`config.mk`:
```
export PLATFORM = sky130hd
export DESIGN_NAME = mock_alu_iterative_shifter
export DESIGN_NICKNAME = d
export VERILOG_FILES = /design/src/rtl/mock_alu_pkg.sv /design/src/rtl/mock_alu_shift_step.sv /design/src/rtl/mock_alu_iterative_shifter.sv
export SDC_FILE = /design/constraint.sdc
export NUM_CORES = 1
export LEC_CHECK = 0
export BUFFER_PORTS_ARGS = -buffer_cell sky130_fd_sc_hd__buf_2
export CELL_PAD_IN_SITES_DETAIL_PLACEMENT = 0
export CELL_PAD_IN_SITES_GLOBAL_PLACEMENT = 1
export CORE_UTILIZATION = 30
export DETAILED_ROUTE_END_ITERATION = 8
export GPL_TIMING_DRIVEN = 0
export PLACE_DENSITY = 0.58
export SLEW_MARGIN = 20
export SYNTH_ARGS = -nofsm -noshare
export SYNTH_HDL_FRONTEND = slang
export SYNTH_SLANG_ARGS = --single-unit
```
`constraint.sdc`:
```
create_clock -name clock -period 3.4 [get_ports clock]
set_clock_uncertainty 0.05 [all_clocks]
set_input_delay 0.51 -clock clock [delete_from_list [all_inputs] [get_ports clock]]
set_output_delay 0.51 -clock clock [all_outputs]
set_load 0.02 [all_outputs]
```
`src/rtl/mock_alu_pkg.sv`:
```
// rtl/mock_alu_pkg.sv - shift opcodes and FSM state type for the iterative shifter
package mock_alu_pkg;

  localparam logic [5:0] OP_SLL = 6'hB;
  localparam logic [5:0] OP_SRL = 6'hC;
  localparam logic [5:0] OP_SRA = 6'hD;
  localparam logic [5:0] OP_ROR = 6'hE;

  typedef enum logic [1:0] {
    ST_IDLE = 2'd0,
    ST_BUSY = 2'd1,
    ST_DONE = 2'd2
  } state_t;

endpackage

```
`src/rtl/mock_alu_shift_step.sv`:
```
// rtl/mock_alu_shift_step.sv - combinational shift of 0..STEP bits per the latched opcode
// Rotate logic exists only when MOCK_ALU_ROTATE_EN is defined; otherwise 0xE decodes as SRL.
module mock_alu_shift_step
  import mock_alu_pkg::*;
#(
  parameter int WIDTH = 64,
  parameter int STEP  = 8
) (
  input  logic [WIDTH-1:0]             data,
  input  logic [5:0]                   op,
  input  logic [$clog2(STEP+1)-1:0]    amt,
  output logic [WIDTH-1:0]             result
);

`ifdef MOCK_ALU_ROTATE_EN
  logic [6:0] back_amt;
  always_comb back_amt = 7'(WIDTH) - 7'(amt);
`endif

  // SRA uses the current value's MSB, which always equals the latched operand's bit 63
  always_comb begin
    result = data >> amt;
    case (op)
      OP_SLL: result = data << amt;
      OP_SRA: result = WIDTH'($signed(data) >>> amt);
`ifdef MOCK_ALU_ROTATE_EN
      OP_ROR: result = (data >> amt) | (data << back_amt);
`endif
      default: result = data >> amt;
    endcase
  end

endmodule

```
`src/rtl/mock_alu_iterative_shifter.sv`:
```
// rtl/mock_alu_iterative_shifter.sv - multi-cycle shifter, at most STEP bits per cycle
// Optional rotate-right on opcode 0xE via MOCK_ALU_ROTATE_EN.
module mock_alu_iterative_shifter
  import mock_alu_pkg::*;
#(
  parameter int WIDTH = 64,
  parameter int STEP  = 8
) (
  input  logic             clock,
  input  logic             reset,
  input  logic             io_in_valid,
  output logic             io_in_ready,
  input  logic [WIDTH-1:0] io_in_data,
  input  logic [5:0]       io_in_shiftAmount,
  input  logic [5:0]       io_in_dir,
  output logic             io_out_valid,
  input  logic             io_out_ready,
  output logic [WIDTH-1:0] io_out_bits,
  output logic             io_busy
);

  localparam int AW = $clog2(STEP + 1);

  state_t           state;
  logic [WIDTH-1:0] data_q;
  logic [WIDTH-1:0] step_out;
  logic [5:0]       op_q;
  logic [6:0]       rem_q;
  logic [6:0]       step_amt;
  logic [AW-1:0]    step_amt_n;

  always_comb begin
    step_amt   = (rem_q < 7'(STEP)) ? rem_q : 7'(STEP);
    step_amt_n = AW'(step_amt);
  end

  mock_alu_shift_step #(
    .WIDTH(WIDTH),
    .STEP (STEP)
  ) u_step (
    .data  (data_q),
    .op    (op_q),
    .amt   (step_amt_n),
    .result(step_out)
  );

  always_ff @(posedge clock) begin
    if (reset) begin
      state        <= ST_IDLE;
      io_in_ready  <= 1'b1;
      io_out_valid <= 1'b0;
      io_out_bits  <= '0;
      io_busy      <= 1'b0;
      data_q       <= '0;
      op_q         <= '0;
      rem_q        <= '0;
    end else begin
      case (state)
        ST_IDLE: begin
          if (io_in_valid && io_in_ready) begin
            data_q      <= io_in_data;
            op_q        <= io_in_dir;
            rem_q       <= {1'b0, io_in_shiftAmount};
            io_in_ready <= 1'b0;
            io_busy     <= 1'b1;
            if (io_in_shiftAmount == 6'd0) begin
              state        <= ST_DONE;
              io_out_valid <= 1'b1;
              io_out_bits  <= io_in_data;
            end else begin
              state <= ST_BUSY;
            end
          end
        end
        ST_BUSY: begin
          data_q <= step_out;
          rem_q  <= rem_q - step_amt;
          if (rem_q == step_amt) begin
            state        <= ST_DONE;
            io_out_valid <= 1'b1;
            io_out_bits  <= step_out;
          end
        end
        ST_DONE: begin
          // Input side stays closed even in the handshake cycle; it reopens from IDLE
          if (io_out_ready) begin
            state        <= ST_IDLE;
            io_out_valid <= 1'b0;
            io_in_ready  <= 1'b1;
            io_busy      <= 1'b0;
          end
        end
        default: begin
          state        <= ST_IDLE;
          io_in_ready  <= 1'b1;
          io_out_valid <= 1'b0;
          io_busy      <= 1'b0;
        end
      endcase
    end
  end

endmodule

```
**Word-level counts from Yosys, hierarchy flattened**

Cells that the tools add are included.

- Register bits after elaboration: 146
- Input bits: 80
- Logic and storage cells: 58

- Add/subtract/negate cells: 1
- Order comparisons: 1
- Equal/unequal tests: 9
- Shifts and indexed selects: 3
- Muxes and demuxes: 25
- Bitwise operators: 1
- Reduce and logical (&&, ||, !) cells: 10

Operator list:

| operator | number |
|---|---|
| $pmux W64 S2 | 3 |
| $mux W64 | 4 |
| $shl A64 B4 Y64 | 1 |
| $shr A64 B4 Y64 | 1 |
| $sshr A64 B4 Y64 | 1 |
| $mux W7 | 2 |
| $pmux W7 S2 | 1 |
| $eq A6 B4 Y1 const B | 2 |
| $pmux W1 S3 | 3 |
| $mux W2 | 4 |
| $ne A2 B2 Y1 const B | 4 |
| $reduce_and A4 Y1 | 2 |
| $eq A7 B7 Y1 | 1 |
| $lt A7 B4 Y1 const B | 1 |
| $mux W1 | 7 |
| $sub A7 B7 Y7 | 1 |
| $logic_not A6 Y1 | 1 |
| $pmux W2 S3 | 1 |
| $reduce_and A3 Y1 | 2 |
| $reduce_and A2 Y1 | 2 |
| $eq A2 B1 Y1 const B | 1 |
| $eq A2 B2 Y1 const B | 1 |
| $logic_not A2 Y1 | 1 |
| $reduce_bool A2 Y1 | 1 |
| 2 further kinds | 2 |

**Logic depth before layout (Yosys ltp)**

- Depth after elaboration: 6
- Depth in mapped cells: 13
- Gate-level depth less buffers: 8

**Modules after synthesis**

Synthesis repeated with hierarchy kept, for this count alone.

- Cell total of the unflattened synthesis: 1536
- Area total of the unflattened synthesis: 13494.2 um^2

By module, submodules not included:

| module | times used | cells each | area an instance (um^2) | seq. area each (um^2) |
|---|---|---|---|---|
| mock_alu_shift_step | 1 | 859 | 6926.6 | 0.0 |
| mock_alu_iterative_shifter | 1 | 677 | 6567.5 | 2922.8 |

**Worst setup path after synthesis**

No wires, ideal clock.

- Kind: reg2reg
- From: register rem_q[4]
- To: register data_q[28]
- Data arrival time: 2.271 ns
- Required time: 3.215 ns
- Path slack: 0.944 ns
- Stages on the path, launching flop included: 13
- Period minus slack after synthesis: 2.456 ns
- Cells stage by stage: dfxtp_1 buf_6 or3_1 buf_6 buf_6 buf_6 buf_2 nor3_1 a211oi_1 and2_0 a211o_1 a21oi_1 o32ai_1

- Cells in the longest elaborated chain, start to end: 5
- Elaborated cells on any way between the ends: 7

Ends and longest elaborated chain:

| what | line | text |
|---|---|---|
| start, declared | mock_alu_iterative_shifter.sv:28 | `logic [6:0] rem_q;` |
| start signal, assigned | mock_alu_iterative_shifter.sv:63 | `rem_q <= {1'b0, io_in_shiftAmount};` |
| start signal, assigned | mock_alu_iterative_shifter.sv:77 | `rem_q <= rem_q - step_amt;` |
| $lt A7 B4 Y1 (*) | mock_alu_iterative_shifter.sv:33 | `step_amt = (rem_q < 7'(STEP)) ? rem_q : 7'(STEP);` |
| $mux W7 (*) | mock_alu_iterative_shifter.sv:33 |  |
| $shr A64 B4 Y64, or another cell as far along | mock_alu_shift_step.sv:29 | `default: result = data >> amt;` |
| $pmux W64 S2 (*) | mock_alu_shift_step.sv:23 | `case (op)` |
| $pmux W64 S2 (*) | mock_alu_iterative_shifter.sv:58 | `case (state)` |
| end signal, assigned | mock_alu_iterative_shifter.sv:61 | `data_q <= io_in_data;` |
| end signal, assigned | mock_alu_iterative_shifter.sv:76 | `data_q <= step_out;` |
| end, declared | mock_alu_iterative_shifter.sv:25 | `logic [WIDTH-1:0] data_q;` |

Every way passes the cells marked *; elsewhere a longest branch is shown, timed or not.
A chain may end at the register's enable or synchronous reset.

**Worst setup path in the final report**

- From: register rem_q[1]
- To: register io_out_bits[18]

- Cells in the longest elaborated chain, start to end: 6
- Elaborated cells on any way between the ends: 11

Ends and longest elaborated chain:

| what | line | text |
|---|---|---|
| $lt A7 B4 Y1 | mock_alu_iterative_shifter.sv:33 |  |
| $mux W7 | mock_alu_iterative_shifter.sv:33 |  |
| $shr A64 B4 Y64, or another cell as far along | mock_alu_shift_step.sv:29 |  |
| $pmux W64 S2 | mock_alu_shift_step.sv:23 |  |
| $mux W64 | mock_alu_iterative_shifter.sv:78 | `if (rem_q == step_amt) begin` |
| $pmux W64 S2 | mock_alu_iterative_shifter.sv:58 |  |
| end signal, assigned | mock_alu_iterative_shifter.sv:69 | `io_out_bits <= io_in_data;` |
| end signal, assigned | mock_alu_iterative_shifter.sv:81 | `io_out_bits <= step_out;` |
| end, declared | mock_alu_iterative_shifter.sv:18 | `output logic [WIDTH-1:0] io_out_bits,` |

Parallel ways exist; a longest one is shown, timed or not. The select of a mux whose other input is x is not followed.

==> flow_summary_export.csv <==
group,metric,value,unit
layout,fillers,4681,
drt,drtAntennaViolNets,0,
drt,wirelength,117,mm
drt,drtIter0Drc,3195,
placed_design,gp_congestion,1.11,
cts,cts_buffers,17,
placed_design,dp_cells,2585,
layout,area_delta_synth_final,23.1,%
setup_path,critPathMaxFanout,10,
pwr,p_total,9.77,mW
yosys,syn_area,13100,µm²
grt,gr-total-overflow,0,
timing,setup_viol,28,
cts,clk_pin_slew,0.07,ns
yosys,synth_edf_count,0,
grt,antenna_found_initial,4,
pwr,clkPwrFrac,20.9,%
cts,clockBufferDepth,2,
grt,grt_pass1_wl,154,mm
die,rows,76,
yosys,ys_seq_area_share,22.4,%
pwr,seq_power_share,23.9,%
setup_path,crit_type,"reg -> reg",
yosys,ys_warn_count,0,
run_status,violations,"negative setup slack",
timing,hold_violations,0,
timing,drv_slew,0,
drt,avgViaCountPerCell,7.30,
layout,finalNetCount,2119,
drt,drc,0,
drt,wire_per_inst,44.2,µm
placed_design,place_ws,-1.08,ns
timing,fin_setup_tns,-0.661,ns
yosys,synth_ff_type,"dfxtp_1",
pwr,ir_drop,497,µV
setup_path,end_kind,"flip-flop",
pwr,p_leak,5.64,nW
setup_path,required,3.69,ns
setup_path,startpoint_type,"flip-flop",
cts,cts_sinks,146,
layout,layout_commonest_cell,"nand2_1",
pwr,p_sw_share,54.8,%
cts,clk_latency,0.48,ns
timing,period_share,102,%
placed_design,place.port_buffers,145,
drt,first_pass_iters,8,
timing,tightest_slew,1.24,ns
layout,final_cell_mix,"200 x nand2_1, 195 x buf_2, 161 x a21oi_1",
timing,relSlewSlack,17.7,%
timing,fin_crit,3.46,ns
yosys,synth_nets,1933,
worst_hold_path,holdCritPathClass,"in -> reg",
run_status,status,"complete, but fails checks",
die,start_util,30.4,%
pwr,p_switching,5.35,mW
timing,fin_ws,-0.0636,ns
yosys,syn-instance-count,1852,
timing,worst_hold_slack,0.217,ns
grt,grt_pass1_vias,17600,
yosys,syn_area_per_cell,7.06,µm²
die,ioPinCount,147,
die,die_area,44400,µm²
layout,final_cells,2637,
die,die_w,211,µm
job,drv_cap,0,
die,die_y,211,µm
timing,fmax,289,MHz
yosys,synth-seq-cells,146,
grt,grt_max_degree,17,
pwr,p_comb_share,55.2,%
timing,rsz0062_at_grt,"yes",
pwr,p_per_area,607,nW/µm²
cts,htree_levels,4,
cts,cts_tree,"yes",
pwr,p_int,4.42,mW
die,coreArea,43000,µm²
grt,track_usage,51.5,%
cts,clock-root-buffer,"clkbuf_16",
drt,dr_total_vias,19200,
placed_design,post-dp-hpwl,90.9,mm
setup_path,critical_path_arrival,3.75,ns
yosys,ys_async_sr_fraction,0,%
layout,drive_above_1_share,24.1,%
yosys,synthDistinctLibCells,100,
==> final timing paths <==
kind | start | end | slack (ns) | depth (start not counted)
worst min register to register | io_out_bits[18]$_SDFFE_PP0P_ | io_out_bits[18]$_SDFFE_PP0P_ | 0.41 | 2
worst min-delay path | io_in_dir[0] | op_q[0]$_SDFFE_PP0P_ | 0.22 | 3
worst max register to register | rem_q[1]$_SDFFE_PP0P_ | io_out_bits[18]$_SDFFE_PP0P_ | -0.06 | 9
worst max-delay path | rem_q[1]$_SDFFE_PP0P_ | io_out_bits[18]$_SDFFE_PP0P_ | -0.06 | 9
==> power groups by stage <==
stage	logic, mW	clock network (mW)	registers [mW]
after floorplan	2.44	0	2.12
final	5.40	2.04	2.33
after CTS	4.88	2.04	2.28
after detailed placement	4.67	0	2.31
after global placement	4.71	0	2.31
after global routing	5.33	2.10	2.30
==> registers in the layout, summed over array words and instances (netlist names) <==
name,cells
state,2
io_out_bits,64
io_busy,1
op_q,6
rem_q,7
data_q,64
io_out_valid,1
io_in_ready,1
==> critical path, cell delays in order, from the launching register on <==
cell and delay, ns:
dfxtp_1 0.30, clkbuf_2 0.22, buf_4 0.27, nor3b_2 0.41, nand2_2 0.33, clkbuf_2 0.38, o221ai_1 0.52, o221ai_1 0.25
o221ai_2 0.45, a21oi_1 0.13
==> cell families (layout without fill, tap and decap cells) <==
kind of cell / after synthesis / after routing / share of synthesized area (%)
AO/OA/AOI/OAI: 774 / 774 / 41.4
AND/OR/NAND/NOR: 651 / 651 / 23.8
buffers and inverters: 232 / 431 / 8.34
flip-flops: 146 / 146 / 22.4
multiplexers: 47 / 47 / 4.00
adder cells (fa/ha/maj): 1 / 1 / 0.0957
other: 1 / 2 / 0.0287
==> per-layer routing <==
metal | routed length, µm | track usage (%) | vias up
met5 | 33 | 0 | -
li1 | - | - | 7490
met3 | 15500 | 19.4 | 567
met4 | 12600 | 45.1 | 6
met1 | 42200 | 60.6 | 9371
met2 | 46200 | 73.1 | 1815
==> layout make-up <==
class / count / area (µm²) / share of cell area, %
flip-flops and latches: 146 / 2930 / 18.2
multi-input cells: 1474 / 9650 / 60.0
repair buffers: 169 / 962 / 5.98
clock inverters: 14 / 186 / 1.16
diodes: 1 / 2.50 / 0.0156
well taps: 585 / 732 / 4.55
clock buffers: 18 / 429 / 2.67
inverters: 13 / 50.0 / 0.311
plain buffers: 217 / 1140 / 7.11
==> Yosys cell counts (7+ instances only) <==
| cell | count | area [µm²] |
|---|---|---|
| nor2b_1 | 8 | 50.1 |
| o32ai_1 | 7 | 61.3 |
| buf_6 | 15 | 169 |
| o21a_1 | 7 | 52.6 |
| nor2_1 | 129 | 484 |
| nand2b_1 | 12 | 75.1 |
| a311oi_1 | 29 | 254 |
| o2111ai_1 | 10 | 87.6 |
| a21o_1 | 10 | 75.1 |
| a211o_1 | 11 | 96.3 |
| nand2_1 | 203 | 762 |
| mux2_2 | 8 | 90.1 |
| or3_1 | 10 | 62.6 |
| and3_1 | 11 | 68.8 |
| a31o_2 | 7 | 61.3 |
| dfxtp_1 | 146 | 2920 |
| o211ai_1 | 33 | 248 |
| inv_1 | 12 | 45.0 |
| or3b_2 | 7 | 61.3 |
| mux2i_1 | 34 | 340 |
| buf_2 | 54 | 270 |
| a211oi_2 | 8 | 100 |
| o22ai_1 | 19 | 119 |
| o21ai_1 | 39 | 195 |
| o221ai_1 | 24 | 210 |
| buf_4 | 10 | 75.1 |
| a32oi_1 | 9 | 78.8 |
| a221oi_1 | 12 | 105 |
| o31ai_1 | 49 | 368 |
| a31oi_1 | 33 | 206 |
| o21ai_0 | 137 | 686 |
| nand3_1 | 143 | 716 |
| a22oi_1 | 17 | 128 |
| a2111oi_2 | 12 | 180 |
| clkbuf_1 | 124 | 465 |
| a2111oi_0 | 15 | 131 |
| a21oi_1 | 163 | 816 |
| a211oi_1 | 50 | 375 |
| nand4_1 | 8 | 50.1 |
| buf_1 | 15 | 56.3 |
| nor3_1 | 68 | 340 |
| o22a_1 | 9 | 78.8 |
| and2_1 | 8 | 50.1 |
==> per-stage QoR <==
step	utilization, %	instance area [µm²]
3_5_place_dp	33.9	14600
3_3_place_gp	33.8	14500
4_1_cts	36.5	15700
6_report	37.4	16100
2_1_floorplan	-	13100
5_1_grt	37.4	16100
==> repair_timing <==
action                                  4_1_cts  5_1_grt
resized for setup                           109       90
pin swaps                                     4       10
endpoints found under the setup margin      133      105
hold buffers                                  0        0
buffers inserted                              8       13
(Power assumes the default switching activity.)
